$ cat src/rtl/add16_sequencer_pkg.sv
// -----------------------------------------------------------------------------
// add16_sequencer_pkg
//   Shared types for the multi-cycle word add/sub sequencer.
//   - state_t : sequencer FSM states (IDLE / RUN / DONE), 2-bit encoding
//   - flags_t : GB80-style flag bundle {Z, N, H, C}
//   - idx_width() : width of the slice index counter (never less than 1 bit)
// -----------------------------------------------------------------------------
package add16_sequencer_pkg;

    typedef enum logic [1:0] {
        ST_IDLE = 2'd0,
        ST_RUN  = 2'd1,
        ST_DONE = 2'd2
    } state_t;

    typedef struct packed {
        logic z;
        logic n;
        logic h;
        logic c;
    } flags_t;

    localparam flags_t FLAGS_CLEAR = '0;

    // A single-slice configuration still needs a 1-bit index register.
    function automatic int idx_width(input int num_slices);
        return (num_slices > 1) ? $clog2(num_slices) : 1;
    endfunction

endpackage

$ cat src/rtl/add16_sequencer_n_bit_adder.sv
// -----------------------------------------------------------------------------
// n_bit_adder
//   Combinational DATA_WIDTH-bit adder used as the shared slice of the
//   sequencer. It is built from a lower and an upper half-width segment so
//   the carry between the halves (the half carry) is available as an output.
// Ports
//   i_a, i_b     : addend slices
//   i_cin        : carry into bit 0
//   o_sum        : DATA_WIDTH-bit sum
//   o_cout       : carry out of the MSB
//   o_half_cout  : carry out of bit DATA_WIDTH/2-1 (equals i_cin when the
//                  slice is a single bit and has no lower half)
// -----------------------------------------------------------------------------
module n_bit_adder #(
    parameter int DATA_WIDTH = 8
) (
    input  logic [DATA_WIDTH-1:0] i_a,
    input  logic [DATA_WIDTH-1:0] i_b,
    input  logic                  i_cin,
    output logic [DATA_WIDTH-1:0] o_sum,
    output logic                  o_cout,
    output logic                  o_half_cout
);

    localparam int LO_W = DATA_WIDTH / 2;
    localparam int HI_W = DATA_WIDTH - LO_W;

    generate
        if (LO_W == 0) begin : g_single
            logic [DATA_WIDTH:0] total;

            assign total       = {1'b0, i_a} + {1'b0, i_b} + {{DATA_WIDTH{1'b0}}, i_cin};
            assign o_sum       = total[DATA_WIDTH-1:0];
            assign o_cout      = total[DATA_WIDTH];
            assign o_half_cout = i_cin;
        end else begin : g_split
            logic [LO_W:0] lo;
            logic [HI_W:0] hi;

            // The lower segment's carry ripples into the upper segment.
            assign lo = {1'b0, i_a[LO_W-1:0]} + {1'b0, i_b[LO_W-1:0]}
                      + {{LO_W{1'b0}}, i_cin};
            assign hi = {1'b0, i_a[DATA_WIDTH-1:LO_W]} + {1'b0, i_b[DATA_WIDTH-1:LO_W]}
                      + {{HI_W{1'b0}}, lo[LO_W]};

            assign o_sum       = {hi[HI_W-1:0], lo[LO_W-1:0]};
            assign o_cout      = hi[HI_W];
            assign o_half_cout = lo[LO_W];
        end
    endgenerate

endmodule

$ cat src/rtl/add16_sequencer.sv
// -----------------------------------------------------------------------------
// add16_sequencer
//   Performs a WORD_WIDTH-bit add or subtract by running one shared
//   SLICE_WIDTH-bit adder over NUM_SLICES consecutive cycles, chaining the
//   carry between slices, and reports GB80 flags (Z, N, H, C).
//   Subtraction is A + ~B + ~borrow; C and H are inverted back into borrow
//   sense on the way out.
//
// Build option
//   ADD16_SEQ_ZFLAG_EN : when defined, o_flag_z reports (o_result == 0);
//                        otherwise o_flag_z is constant 0 and no zero
//                        detector is built.
//
// Ports
//   i_clk, i_rst          : clock (rising edge), async active-high reset
//   i_valid / o_ready     : request handshake (accepted only in IDLE)
//   i_op_a, i_op_b        : operands
//   i_sub                 : 1 = A - B - borrow, 0 = A + B + carry
//   i_use_carry           : fold i_carry_in into slice 0
//   i_carry_in            : incoming C flag (carry for add, borrow for sub)
//   o_valid / i_ready     : result handshake, result held until accepted
//   o_result              : sum / difference
//   o_flag_z/n/h/c        : zero, subtract, half carry (top slice), carry
// -----------------------------------------------------------------------------
module add16_sequencer
    import add16_sequencer_pkg::*;
#(
    parameter int WORD_WIDTH  = 16,
    parameter int SLICE_WIDTH = 8
) (
    input  logic                  i_clk,
    input  logic                  i_rst,
    input  logic                  i_valid,
    output logic                  o_ready,
    input  logic [WORD_WIDTH-1:0] i_op_a,
    input  logic [WORD_WIDTH-1:0] i_op_b,
    input  logic                  i_sub,
    input  logic                  i_use_carry,
    input  logic                  i_carry_in,
    output logic                  o_valid,
    input  logic                  i_ready,
    output logic [WORD_WIDTH-1:0] o_result,
    output logic                  o_flag_z,
    output logic                  o_flag_n,
    output logic                  o_flag_h,
    output logic                  o_flag_c
);

    localparam int                NUM_SLICES = WORD_WIDTH / SLICE_WIDTH;
    localparam int                IDX_W      = idx_width(NUM_SLICES);
    localparam logic [IDX_W-1:0]  LAST_IDX   = IDX_W'(NUM_SLICES - 1);

    state_t                  state;
    state_t                  state_next;

    logic [WORD_WIDTH-1:0]   op_a;
    logic [WORD_WIDTH-1:0]   op_b;      // already inverted for subtraction
    logic                    sub_q;
    logic                    carry_q;   // carry into the slice being processed
    logic [IDX_W-1:0]        idx;
    logic [WORD_WIDTH-1:0]   result_q;
    logic [WORD_WIDTH-1:0]   result_next;
    flags_t                  flags_q;

    logic                    carry_sel;
    logic                    cin0;
    logic                    last_slice;
    logic                    zero_next;

    logic [SLICE_WIDTH-1:0]  slice_a;
    logic [SLICE_WIDTH-1:0]  slice_b;
    logic [SLICE_WIDTH-1:0]  slice_sum;
    logic                    slice_cout;
    logic                    slice_half_cout;

    // Subtraction runs as A + ~B + 1, so an incoming borrow becomes a
    // missing +1 on slice 0.
    assign carry_sel  = i_use_carry & i_carry_in;
    assign cin0       = i_sub ^ carry_sel;
    assign last_slice = (idx == LAST_IDX);

    assign slice_a = op_a[idx*SLICE_WIDTH +: SLICE_WIDTH];
    assign slice_b = op_b[idx*SLICE_WIDTH +: SLICE_WIDTH];

    n_bit_adder #(
        .DATA_WIDTH (SLICE_WIDTH)
    ) u_slice_adder (
        .i_a         (slice_a),
        .i_b         (slice_b),
        .i_cin       (carry_q),
        .o_sum       (slice_sum),
        .o_cout      (slice_cout),
        .o_half_cout (slice_half_cout)
    );

    // Result as it will look after this cycle's slice is written; on the
    // last slice this is the final word, which feeds the zero detector.
    always_comb begin
        // NOTE: every signal assigned in a combinational block gets a default
        // first, otherwise paths that skip an assignment infer a latch.
        result_next = result_q;
        result_next[idx*SLICE_WIDTH +: SLICE_WIDTH] = slice_sum;
    end

`ifdef ADD16_SEQ_ZFLAG_EN
    assign zero_next = (result_next == '0);
`else
    assign zero_next = 1'b0;
`endif

    // ---------------------------------------------------------------- FSM
    always_ff @(posedge i_clk or posedge i_rst) begin
        // NOTE: clocked state uses non-blocking assignments so every register
        // samples pre-edge values regardless of statement order.
        if (i_rst) begin
            state <= ST_IDLE;
        end else begin
            state <= state_next;
        end
    end

    always_comb begin
        state_next = state;
        case (state)
            ST_IDLE: if (i_valid)    state_next = ST_RUN;
            ST_RUN:  if (last_slice) state_next = ST_DONE;
            ST_DONE: if (i_ready)    state_next = ST_IDLE;
            default:                 state_next = ST_IDLE;
        endcase
    end

    always_comb begin
        o_ready = 1'b0;
        o_valid = 1'b0;
        case (state)
            ST_IDLE: o_ready = 1'b1;
            ST_DONE: o_valid = 1'b1;
            default: ;
        endcase
    end

    // ----------------------------------------------------------- datapath
    always_ff @(posedge i_clk or posedge i_rst) begin
        // NOTE: this block holds only a few flops, so all of it is reset;
        // a wide storage array would normally be left unreset instead.
        if (i_rst) begin
            op_a     <= '0;
            op_b     <= '0;
            sub_q    <= 1'b0;
            carry_q  <= 1'b0;
            idx      <= '0;
            result_q <= '0;
            flags_q  <= FLAGS_CLEAR;
        end else begin
            case (state)
                ST_IDLE: begin
                    if (i_valid) begin
                        op_a    <= i_op_a;
                        op_b    <= i_op_b ^ {WORD_WIDTH{i_sub}};
                        sub_q   <= i_sub;
                        carry_q <= cin0;
                        idx     <= '0;
                    end
                end
                ST_RUN: begin
                    result_q <= result_next;
                    carry_q  <= slice_cout;
                    if (last_slice) begin
                        idx     <= '0;
                        // Carries are inverted back to borrow sense for subtract.
                        flags_q <= '{z: zero_next,
                                     n: sub_q,
                                     h: slice_half_cout ^ sub_q,
                                     c: slice_cout ^ sub_q};
                    end else begin
                        idx <= idx + IDX_W'(1);
                    end
                end
                default: ;
            endcase
        end
    end

    assign o_result = result_q;
    assign o_flag_z = flags_q.z;
    assign o_flag_n = flags_q.n;
    assign o_flag_h = flags_q.h;
    assign o_flag_c = flags_q.c;

endmodule

$ cat config.mk
export PLATFORM = sky130hd
export DESIGN_NAME = add16_sequencer
export DESIGN_NICKNAME = d
export VERILOG_FILES = /design/src/rtl/add16_sequencer_pkg.sv /design/src/rtl/add16_sequencer_n_bit_adder.sv /design/src/rtl/add16_sequencer.sv
export SDC_FILE = /design/constraint.sdc
export NUM_CORES = 1
export LEC_CHECK = 0
export CAP_MARGIN = 5
export CORE_ASPECT_RATIO = 0.75
export CORE_MARGIN = 2
export CORE_UTILIZATION = 54
export CTS_CLUSTER_DIAMETER = 120
export DETAILED_ROUTE_END_ITERATION = 8
export PLACE_DENSITY = 0.93
export SETUP_SLACK_MARGIN = 0.2
export SLEW_MARGIN = 15
export SYNTH_ARGS = -nofsm -noshare
export SYNTH_HDL_FRONTEND = slang
export SYNTH_SLANG_ARGS = --single-unit
$ cat constraint.sdc
create_clock -name i_clk -period 8.27 [get_ports i_clk]
set_clock_uncertainty 0.2 [all_clocks]
set_input_delay 1.654 -clock i_clk [delete_from_list [all_inputs] [get_ports i_clk]]
set_output_delay 1.654 -clock i_clk [all_outputs]
set_load 0.05 [all_outputs]
# == Word-level counts from Yosys, hierarchy flattened ==
# Cells that the tools add are included.
# Widths: inputs -> output; s select.
# classes
addsub,6
n_mux,12
div_mod_pow,0
n_reduce_logical,6
shift,4
n_bitwise,5
eq_ne,5
n_lt_le_gt_ge,0
mul,0
# op_table
cell,count
$neg 4->34,1
$shift 8x34->16 const A,1
$shiftx 8x34->16,1
$shiftx 16x5->8,2
$bwmux 16,1
$xor 16x16->16,1
$add 4x4->5,2
$add 5x1->5,2
$mux 2,3
$ne 2x2->1 const B,3
$pmux 2 s3,1
$reduce_and 2->1,3
$mux 1,5
$pmux 1 s2,2
$reduce_and 3->1,1
$xor 1x1->1,3
$eq 2x1->1 const B,1
$eq 2x2->1 const B,1
$logic_not 2->1,1
$reduce_bool 2->1,1
$add 1x1->1 const B,1
$and 1x1->1,1
# totals
mem_count,0
wordCells,48
regBits,56
latchBits,0
output_inout_bits,22
mem_bits_ro,0
in_bits,39
mem_bits_rw,0

# == Longest topological paths before layout ==
# Gate-level depths: netlist of the first run.
# depth
word_depth,6
mapped_depth,13
depth_no_buf,11

# == Hierarchy ==
# A second synthesis of the first run with hierarchy kept.
# unflattened
cells_unflattened,223
area_unflattened_um2,2776.4
# by_module_without_submodules
mod,n_inst,seq_area_each_um2,area_each_um2,cells_per_inst
add16_sequencer,1,1401.3,2488.6,190
n_bit_adder,1,0.0,287.8,33

# == Worst setup path after synthesis of the first run ==
# No wires, ideal clock.
# synth_timing
path_type,reg-to-reg
startpoint,register idx
endpoint,"register flags_q, in the netlist o_flag_c"
setup_time_ns,0.096
path_buffers,2
required_time_ns,7.974
period_less_slack_ns,3.659
arrival_time_ns,3.364
path_slack_ns,4.611
stages_incl_launch_ff,14
path_cell_list,dfrtp_1 -> buf_2 -> buf_2 -> mux2_2 -> fa_1 -> fa_1 -> nand3_1 -> and2_1 -> fa_1 -> inv_1 -> fa_1 -> and3_1 -> o21a_1 -> o31ai_1
# synth_between
elab_chain_len,5
word_cells_on_any_way,8
classes_between,4 x add/sub; 2 x shift; 1 x bitwise; 1 x reduce/logical
# synth_rtl
element,line_no,source
from (decl),add16_sequencer.sv:60,logic [IDX_W-1:0] idx;
from (signal assigned),add16_sequencer.sv:176,idx <= idx + IDX_W'(1);
"$shiftx 16x5->8, on equally long branches","add16_sequencer.sv:82, add16_sequencer.sv:83",
$add 4x4->5,add16_sequencer_n_bit_adder.sv:41,"assign lo = {1'b0, i_a[LO_W-1:0]} + {1'b0, i_b[LO_W-1:0]}"
$add 5x1->5,add16_sequencer_n_bit_adder.sv:42,"+ {{LO_W{1'b0}}, i_cin};"
$add 5x1->5,add16_sequencer_n_bit_adder.sv:44,"+ {{HI_W{1'b0}}, lo[LO_W]};"
$xor 1x1->1,add16_sequencer.sv:174,c: slice_cout ^ sub_q};
to (signal assigned),add16_sequencer.sv:171,"flags_q <= '{z: zero_next,"
to (decl),add16_sequencer.sv:63,flags_t flags_q;
# Parallel ways exist; a longest one is shown, timed or not.
# A chain may end at the register's enable or synchronous reset.

# == Worst setup path in the final report of the first run ==
# Ends and elaborated chain as after synthesis.

==> results of run 1 <==
-- how the worst min path moves through the flow --
stage,startpoint,end,slack [ns],depth (start not counted)
after floorplan,op_a[10],op_a[10],0.27,1
after global placement,o_result[0],o_result[0],0.26,2
after detailed placement,o_result[0],o_result[0],0.26,2
after CTS,o_result[0],o_result[0],0.28,2
after global routing,o_result[0],o_result[0],0.32,2
final,o_result[0],o_result[0],0.29,2
-- power breakdown --
| part | total, mW | switching, mW | internal [mW] |
|---|---|---|---|
| combinational | 0.986 | 0.567 | 0.419 |
| clock | 0.154 | 0.0860 | 0.0682 |
| sequential | 0.519 | 0.105 | 0.414 |
-- final cells by class --
type	count	area (um^2)	area share
sequential	56	1401	0.4064
clock buffer	7	86.33	0.02504
inverter	3	12.51	0.003628
clock inverter	1	7.507	0.002177
timing repair buffer	60	598.1	0.1734
multi-input combinational	168	1267	0.3676
tap	60	75.07	0.02177
-- registers in the layout, summed over array words and instances, names as in the netlist --
register	flops
sub_q	1
o_flag_h	1
carry_q	1
op_b	16
o_flag_c	1
o_result	16
state	2
o_flag_n	1
op_a	16
idx	1
-- cell families after synthesis --
kind of cell             count (synthesis)
other                                    1
adder cells (fa/ha/maj)                 10
multiplexers                            36
AND/OR/NAND/NOR                         62
flip-flops                              56
AO/OA/AOI/OAI                           40
buffers and inverters                   17
XOR/XNOR                                19
-- routing by layer --
metal  vias up  wire, um  global-route usage
li1        927         -                   -
met4         0        93             0.07617
met1       919      2686              0.2867
met2        58      2421              0.3317
met3        12       270             0.04494
met5         -         0                   0
-- Yosys cell counts (all sizes together) (3+ instances only) --
cell type	number	area share
a21oi	19	0.034
dfrtp	56	0.51
o21ai	8	0.014
nand2	26	0.035
buf	14	0.032
inv	3	0.0041
fa	4	0.029
mux2	34	0.14
xnor2	18	0.057
nor2	17	0.023
o31ai	3	0.0082
ha	6	0.027
nand3	5	0.0091
-- worst min-delay path, delay by kind of cell (launching register included) --
kind | cells | cell delay (ns)
and+or+nand+nor | 2 | 0.11
DFF | 1 | 0.35
==> impl_metrics.json, run 1 <==
{
  "rr_startpoint": "idx",
  "whs_ns": 0.2883,
  "final_cell_mix": "59 x clkdlybuf4s50_1, 56 x dfrtp_1, 34 x mux2_2",
  "worstPathCellList": "mux2_2 -> fa_1 -> fa_1 -> nand3_1 -> and2_1 -> fa_1 -> inv_1 -> fa_1 -> and3_1 -> o21a_1 -> o31ai_1",
  "p_leak_nw": 1.445,
  "cp-start-kind": "flop",
  "fillCellCount": 365,
  "via_per_inst": 5.397,
  "die_y_um": 65.95,
  "cpMostUsedCell": "fa_1",
  "antenna_found_initial": 0,
  "numCtsBuffers": 5,
  "syn_area_um2": 2763,
  "syn2layout_area_growth_pct": 24.82,
  "drc_errors": 0,
  "fin_area_um2": 3448,
  "irDropWorstVdd_mv": 0.1624,
  "worst-path-stages": 11,
  "ys_types": 40,
  "cts.sinks": 56,
  "finalPower_mw": 1.659,
  "synth-simple-area-share": 0.1069,
  "utilization": 0.7038,
  "dieArea_um2": 5710,
  "fmax_mhz": 249.4,
  "synth_xor_area_frac": 0.06024,
  "cts_buffer_depth": 2,
  "crit_start": "idx",
  "synth_mux_area_frac": 0.1458,
  "die_w_um": 86.59,
  "grt_max_degree": 57,
  "period_minus_slack_ns": 4.009,
  "core_area_um2": 4900,
  "cts_setup_buffers": 0,
  "holdBufCountCts": 0,
  "antenna_cells": 0,
  "drive_gt1_frac": 0.1525,
  "synth-compound-area-share": 0.08605,
  "cts_root_buf": "clkbuf_8",
  "clock_latency_ns": 0.31,
  "dp.cells": 347,
  "drt_first_pass_iters": 4,
  "post-route-period-util": 0.4848,
  "drt_iter0_markers": 95,
  "critical_path_buf_inv_count": 1,
  "setup_ws_ns": 4.261,
  "route.antenna.remaining_nets": 0,
  "grt_first_pass_wirelength_um": 9108,
  "r2r_slack_ns": 4.26,
  "post_cts_resized": 0,
  "reg2reg_depth": 11,
  "io_pins": 61,
  "end_kind": "flop",
  "synthAdderAreaFrac": 0.05616,
  "critPathArrivalTime_ns": 4.03,
  "endpoint": "o_flag_c",
  "reg2reg_to": "o_flag_c",
  "maxSlewViolCount": 0,
  "cp_top_family": "adder cells",
  "path_class": "reg -> reg",
  "cts_tree": "done",
  "gp_congestion": 0.9102,
  "rsz0062_at_grt": "false",
  "final_common_cell": "clkdlybuf4s50_1",
  "place_area_um2": 3353,
  "numPortBuffers": 59,
  "worstPathMaxFanout": 22,
  "syn-mean-instance-area_um2": 11.46,
  "start_util": 0.5638,
  "tightest_slew_ns": 0.9327,
  "setup_viol": 0,
  "nets": 343,
  "synth_cells": 241,
  "hp-class": "reg -> reg",
  "path_clk_slew_ns": 0.09,
  "synth_seq_cells": 56,
  "grt.total_usage": 0.2095,
  "syn_nets": 290,
  "slowest_stage": "dfrtp_1",
  "grt_overflow": 0,
  "cp.required_ns": 8.29,
  "final_cells": 355,
  "relSlewSlack": 0.3775,
  "hpwl_um": 4020,
  "post-place-ws_ns": 4.316,
  "cts_max_level": 2,
  "synth_top_family_by_area": "multiplexers",
  "num_rows": 22,
  "maxCapViolations": 0,
  "hold_violations": 0,
  "finalSetupTns_ns": 0,
  "yosys_warnings": 0,
  "routedWlPerCell_um": 15.41,
  "drt-total-wl_um": 5471,
  "via_count": 1916,
  "max_stage_delay_ns": 0.90,
  "first_global_vias": 1929,
  "synthArstFlopShare": 1.000,
  "yosysSeqAreaShare": 0.5072,
  "status": "finished clean",
  "synth_ff_type": "dfrtp_1",
  "synth_enable_flop_cells": 0,
  "power_density_nw_per_um2": 481.2
}
Power figures use the tool's default switching activity.
==> inputs of run 2 (changes only) <==
--- a/config.mk
+++ b/config.mk
@@ -8,10 +8,10 @@
 export CAP_MARGIN = 5
 export CORE_ASPECT_RATIO = 0.75
 export CORE_MARGIN = 2
-export CORE_UTILIZATION = 54
+export CORE_UTILIZATION = 50
 export CTS_CLUSTER_DIAMETER = 120
 export DETAILED_ROUTE_END_ITERATION = 8
-export PLACE_DENSITY = 0.93
+export PLACE_DENSITY = 0.87
 export SETUP_SLACK_MARGIN = 0.2
 export SLEW_MARGIN = 15
 export SYNTH_ARGS = -nofsm -noshare
==> constraint.sdc (replaced) <==
create_clock -name i_clk -period 3.79 [get_ports i_clk]
set_clock_uncertainty 0.2 [all_clocks]
set_input_delay 0.758 -clock i_clk [delete_from_list [all_inputs] [get_ports i_clk]]
set_output_delay 0.758 -clock i_clk [all_outputs]
set_load 0.05 [all_outputs]
==> impl_metrics.json, run 2 (same netlist as run 1, synthesis figures left out) <==
{
  "io_pins": 61,
  "drt_first_pass_iters": 4,
  "relSlewSlack": 0.3946,
  "core_area_um2": 5324,
  "reg2reg_depth": 11,
  "route.antenna.remaining_nets": 0,
  "antenna_cells": 0,
  "slowest_stage": "dfrtp_1",
  "finalSetupTns_ns": 0,
  "post-route-period-util": 0.9030,
  "crit_start": "idx",
  "via_count": 1940,
  "path_class": "reg -> reg",
  "start_util": 0.5189,
  "clock_latency_ns": 0.31,
  "grt_max_degree": 50,
  "fmax_mhz": 292.2,
  "cp.required_ns": 3.80,
  "numCtsBuffers": 5,
  "dieArea_um2": 6142,
  "status": "finished clean",
  "final_cell_mix": "59 x clkdlybuf4s50_1, 56 x dfrtp_1, 34 x mux2_2",
  "cts.sinks": 56,
  "cts_buffer_depth": 2,
  "drt-total-wl_um": 5584,
  "hp-class": "reg -> reg",
  "cts_max_level": 2,
  "rsz0062_at_grt": "false",
  "grt_overflow": 0,
  "fillCellCount": 417,
  "critPathArrivalTime_ns": 3.43,
  "hpwl_um": 4202,
  "grt.total_usage": 0.1939,
  "setup_ws_ns": 0.3678,
  "setup_viol": 0,
  "routedWlPerCell_um": 14.97,
  "cpMostUsedCell": "fa_2",
  "via_per_inst": 5.201,
  "tightest_slew_ns": 0.9053,
  "r2r_slack_ns": 0.37,
  "cts_tree": "done",
  "final_cells": 373,
  "path_clk_slew_ns": 0.09,
  "final_common_cell": "clkdlybuf4s50_1",
  "cts_setup_buffers": 0,
  "die_w_um": 89.83,
  "worstPathMaxFanout": 4,
  "period_minus_slack_ns": 3.422,
  "dp.cells": 365,
  "drc_errors": 0,
  "first_global_vias": 1871,
  "drt_iter0_markers": 132,
  "hold_violations": 0,
  "endpoint": "o_flag_c",
  "fin_area_um2": 3510,
  "maxSlewViolCount": 0,
  "maxCapViolations": 0,
  "num_rows": 23,
  "place_area_um2": 3395,
  "cts_root_buf": "clkbuf_8",
  "rr_startpoint": "idx",
  "cp-start-kind": "flop",
  "antenna_found_initial": 0,
  "end_kind": "flop",
  "gp_congestion": 0.8495,
  "max_stage_delay_ns": 0.41,
  "worstPathCellList": "mux2_2 -> fa_2 -> fa_2 -> nand3_1 -> and2_1 -> fa_2 -> inv_1 -> fa_1 -> and3_1 -> o21a_1 -> o31ai_1",
  "reg2reg_to": "o_flag_c",
  "die_y_um": 68.38,
  "drive_gt1_frac": 0.1711,
  "post-place-ws_ns": 0.2656,
  "numPortBuffers": 59,
  "nets": 346,
  "grt_first_pass_wirelength_um": 9259,
  "syn2layout_area_growth_pct": 27.04
}
==> run 2: changes by cell type in the layout (fill, tap and decap cells not counted) <==
cell and change:
fa_1 -3, clkbuf_8 -1, inv_2 +1, bufinv_16 +1, fa_2 +3, clkinvlp_4 -1, buf_4 +3
==> run 2: critical path, delay by kind of cell, from the launching register on <==
family,cells,cell delay [ns]
mux,1,0.37
simple gates,3,0.51
buf+inv,1,0.06
fa+ha+maj,4,1.36
flops,1,0.41
compound gates,2,0.42
==> run 2: timing repair <==
action                     in CTS  in global routing
hold buffers                    0                  0
setup endpoints to repair       0                  2
resized for setup               0                  3
==> run 2: through the flow <==
stage               hold WS, ns  utilization
global placement         0.2607       0.6376
detailed placement       0.2628       0.6376
CTS                      0.2855       0.6578
floorplan                0.2749            -
global route             0.3216       0.6592
finish                   0.2812       0.6592
==> run 2: how the worst min path moves through the flow <==
stage           startpoint           to  slack (ns)  cells after the start
3_3_place_gp   o_result[1]  o_result[1]        0.26                      2
5_1_grt        o_result[5]  o_result[5]        0.32                      2
4_1_cts        o_result[1]  o_result[1]        0.29                      2
3_5_place_dp   o_result[1]  o_result[1]        0.26                      2
6_report       o_result[1]  o_result[1]        0.28                      2
2_1_floorplan     op_a[10]     op_a[10]        0.27                      1
==> run 2: area by class of cell <==
cell class                 instances  area, um^2  area share
clock buffer                       6       72.57     0.02068
clock inverter                     2       35.03    0.009982
inverter                           3       11.26    0.003209
multi-input combinational        168        1275      0.3633
sequential                        56        1401      0.3993
tap                               75       93.84     0.02674
timing repair buffer              63       620.6      0.1768
==> run 2: per-layer routing <==
layer	track usage	share of wire	wire (um)	vias up
met5	0	0	0	-
met4	0.04808	0.0048	27	0
met3	0.03855	0.056	315	4
met2	0.3343	0.48	2675	53
met1	0.2594	0.46	2566	947
li1	-	-	-	936
Power of run 2 is left out: the tool's default activity adds up to more than one toggle a clock period on the data nets, which glitch-free logic cannot reach.
==> inputs of run 3 (changes only) <==
--- a/config.mk
+++ b/config.mk
@@ -8,10 +8,10 @@
 export CAP_MARGIN = 5
 export CORE_ASPECT_RATIO = 0.75
 export CORE_MARGIN = 2
-export CORE_UTILIZATION = 50
+export CORE_UTILIZATION = 28
 export CTS_CLUSTER_DIAMETER = 120
 export DETAILED_ROUTE_END_ITERATION = 8
-export PLACE_DENSITY = 0.87
+export PLACE_DENSITY = 0.6
 export SETUP_SLACK_MARGIN = 0.2
 export SLEW_MARGIN = 15
 export SYNTH_ARGS = -nofsm -noshare
==> impl_metrics.json, run 3 (same netlist as run 1, synthesis figures left out) <==
{
  "reg2reg_depth": 11,
  "cts_max_level": 2,
  "first_global_vias": 1907,
  "io_pins": 61,
  "grt_overflow": 0,
  "cp-start-kind": "flop",
  "critPathArrivalTime_ns": 3.39,
  "place_area_um2": 3466,
  "syn2layout_area_growth_pct": 32.25,
  "drive_gt1_frac": 0.1650,
  "power_density_nw_per_um2": 1063,
  "die_y_um": 90.03,
  "start_util": 0.2872,
  "hold_violations": 0,
  "maxSlewViolCount": 0,
  "path_class": "reg -> reg",
  "route.antenna.remaining_nets": 0,
  "post-route-period-util": 0.8935,
  "grt_first_pass_wirelength_um": 9929,
  "cts.sinks": 56,
  "cts_tree": "done",
  "grt.total_usage": 0.1180,
  "maxCapViolations": 0,
  "num_rows": 31,
  "holdBufCountCts": 0,
  "numCtsBuffers": 5,
  "p_comb_frac": 0.568,
  "end_kind": "flop",
  "worstPathMaxFanout": 4,
  "via_count": 1910,
  "core_area_um2": 9619,
  "swShare": 0.4309,
  "nets": 346,
  "internal_power_mw": 2.210,
  "path_clk_slew_ns": 0.07,
  "fmax_mhz": 295.3,
  "post-place-ws_ns": 0.3644,
  "antenna_cells": 0,
  "die_w_um": 118.7,
  "numPortBuffers": 59,
  "fin_area_um2": 3654,
  "drt_iter0_markers": 112,
  "antenna_found_initial": 0,
  "drt-total-wl_um": 6023,
  "final_cell_mix": "59 x clkdlybuf4s50_1, 56 x dfrtp_1, 34 x mux2_2",
  "dieArea_um2": 10690,
  "whs_path_depth": 2,
  "gp_congestion": 0.7705,
  "cp.required_ns": 3.79,
  "relSlewSlack": 0.3961,
  "rsz0062_at_grt": "false",
  "grt_max_degree": 57,
  "p_sw_mw": 1.673,
  "cts_root_buf": "clkbuf_16",
  "hp-class": "reg -> reg",
  "hpwl_um": 4540,
  "via_per_inst": 4.452,
  "finalPower_mw": 3.883,
  "status": "finished clean",
  "setup_ws_ns": 0.4037,
  "fillCellCount": 1003,
  "irDropWorstVdd_mv": 0.3560,
  "clock_latency_ns": 0.29,
  "p_seq_frac": 0.283,
  "final_common_cell": "clkdlybuf4s50_1",
  "drc_errors": 0,
  "setup_viol": 0,
  "routedWlPerCell_um": 14.04,
  "clkPwrFrac": 0.149,
  "period_minus_slack_ns": 3.386,
  "p_leak_nw": 1.504,
  "drt_first_pass_iters": 4,
  "tightest_slew_ns": 0.9031,
  "finalSetupTns_ns": 0,
  "cts_buffer_depth": 2
}
## run 3: changes by cell type in the layout (fill, tap and decap cells not counted), sizes merged
cell,previous run,this run
bufinv,1,2
clkbuf,6,5
clkinv,1,0
## run 3: critical path, cell delays in order, from the launching register on
cell and delay, ns:
dfrtp_1 0.39, mux2_2 0.36, fa_1 0.45, fa_2 0.37
nand3_1 0.09, and2_1 0.18, fa_1 0.19, inv_1 0.06
fa_1 0.39, and3_1 0.23, o21a_1 0.20, o31ai_1 0.19
## run 3: final cells by class
class,instances,area [um^2],share of cell area
clock buffer,5,125.1,0.03425
timing repair buffer,63,620.6,0.1699
sequential,56,1401,0.3836
tap,132,165.2,0.04521
clock inverter,2,60.06,0.01644
inverter,3,11.26,0.003082
multi-input combinational,168,1270,0.3476
## run 3: timing repair
item                       CTS  global route
setup endpoints to repair    0             2
setup buffers                0             0
resized for setup            0             2
## run 3: power by group through the flow
stage                     Clock (mW)  Sequential [mW]  Combinational, mW
final                          0.578             1.10               2.21
after detailed placement           0             1.11               2.20
after global placement             0             1.11               2.16
after floorplan                    0             1.38               1.30
after global routing           0.614             1.14               2.42
after CTS                      0.594             1.10               2.21
## run 3: final timing paths
| path | startpoint | endpoint | slack, ns |
|---|---|---|---|
| hold / removal | o_result[10] | o_result[10] | 0.28 |
| min in group asynchronous | i_rst | o_result[2] | 0.78 |
| setup / recovery | idx | o_flag_c | 0.40 |
| max in group asynchronous | i_rst | op_b[6] | 2.15 |
| hold reg to reg | o_result[10] | o_result[10] | 0.28 |
| setup reg to reg | idx | o_flag_c | 0.40 |
## run 3: through the flow
stage	hold slack (ns)	instances	utilization
CTS	0.2842	429	0.3796
global route	0.3127	429	0.3798
finish	0.2754	429	0.3798
global placement	0.2617	422	0.3603
floorplan	0.2749	241	-
detailed placement	0.2694	422	0.3603
## run 3: per-layer routing
layer  global-route usage  wire (um)
met1               0.1762       3116
met2               0.1676       2501
met3              0.03236        339
met4              0.02976         66
met5                    0          0
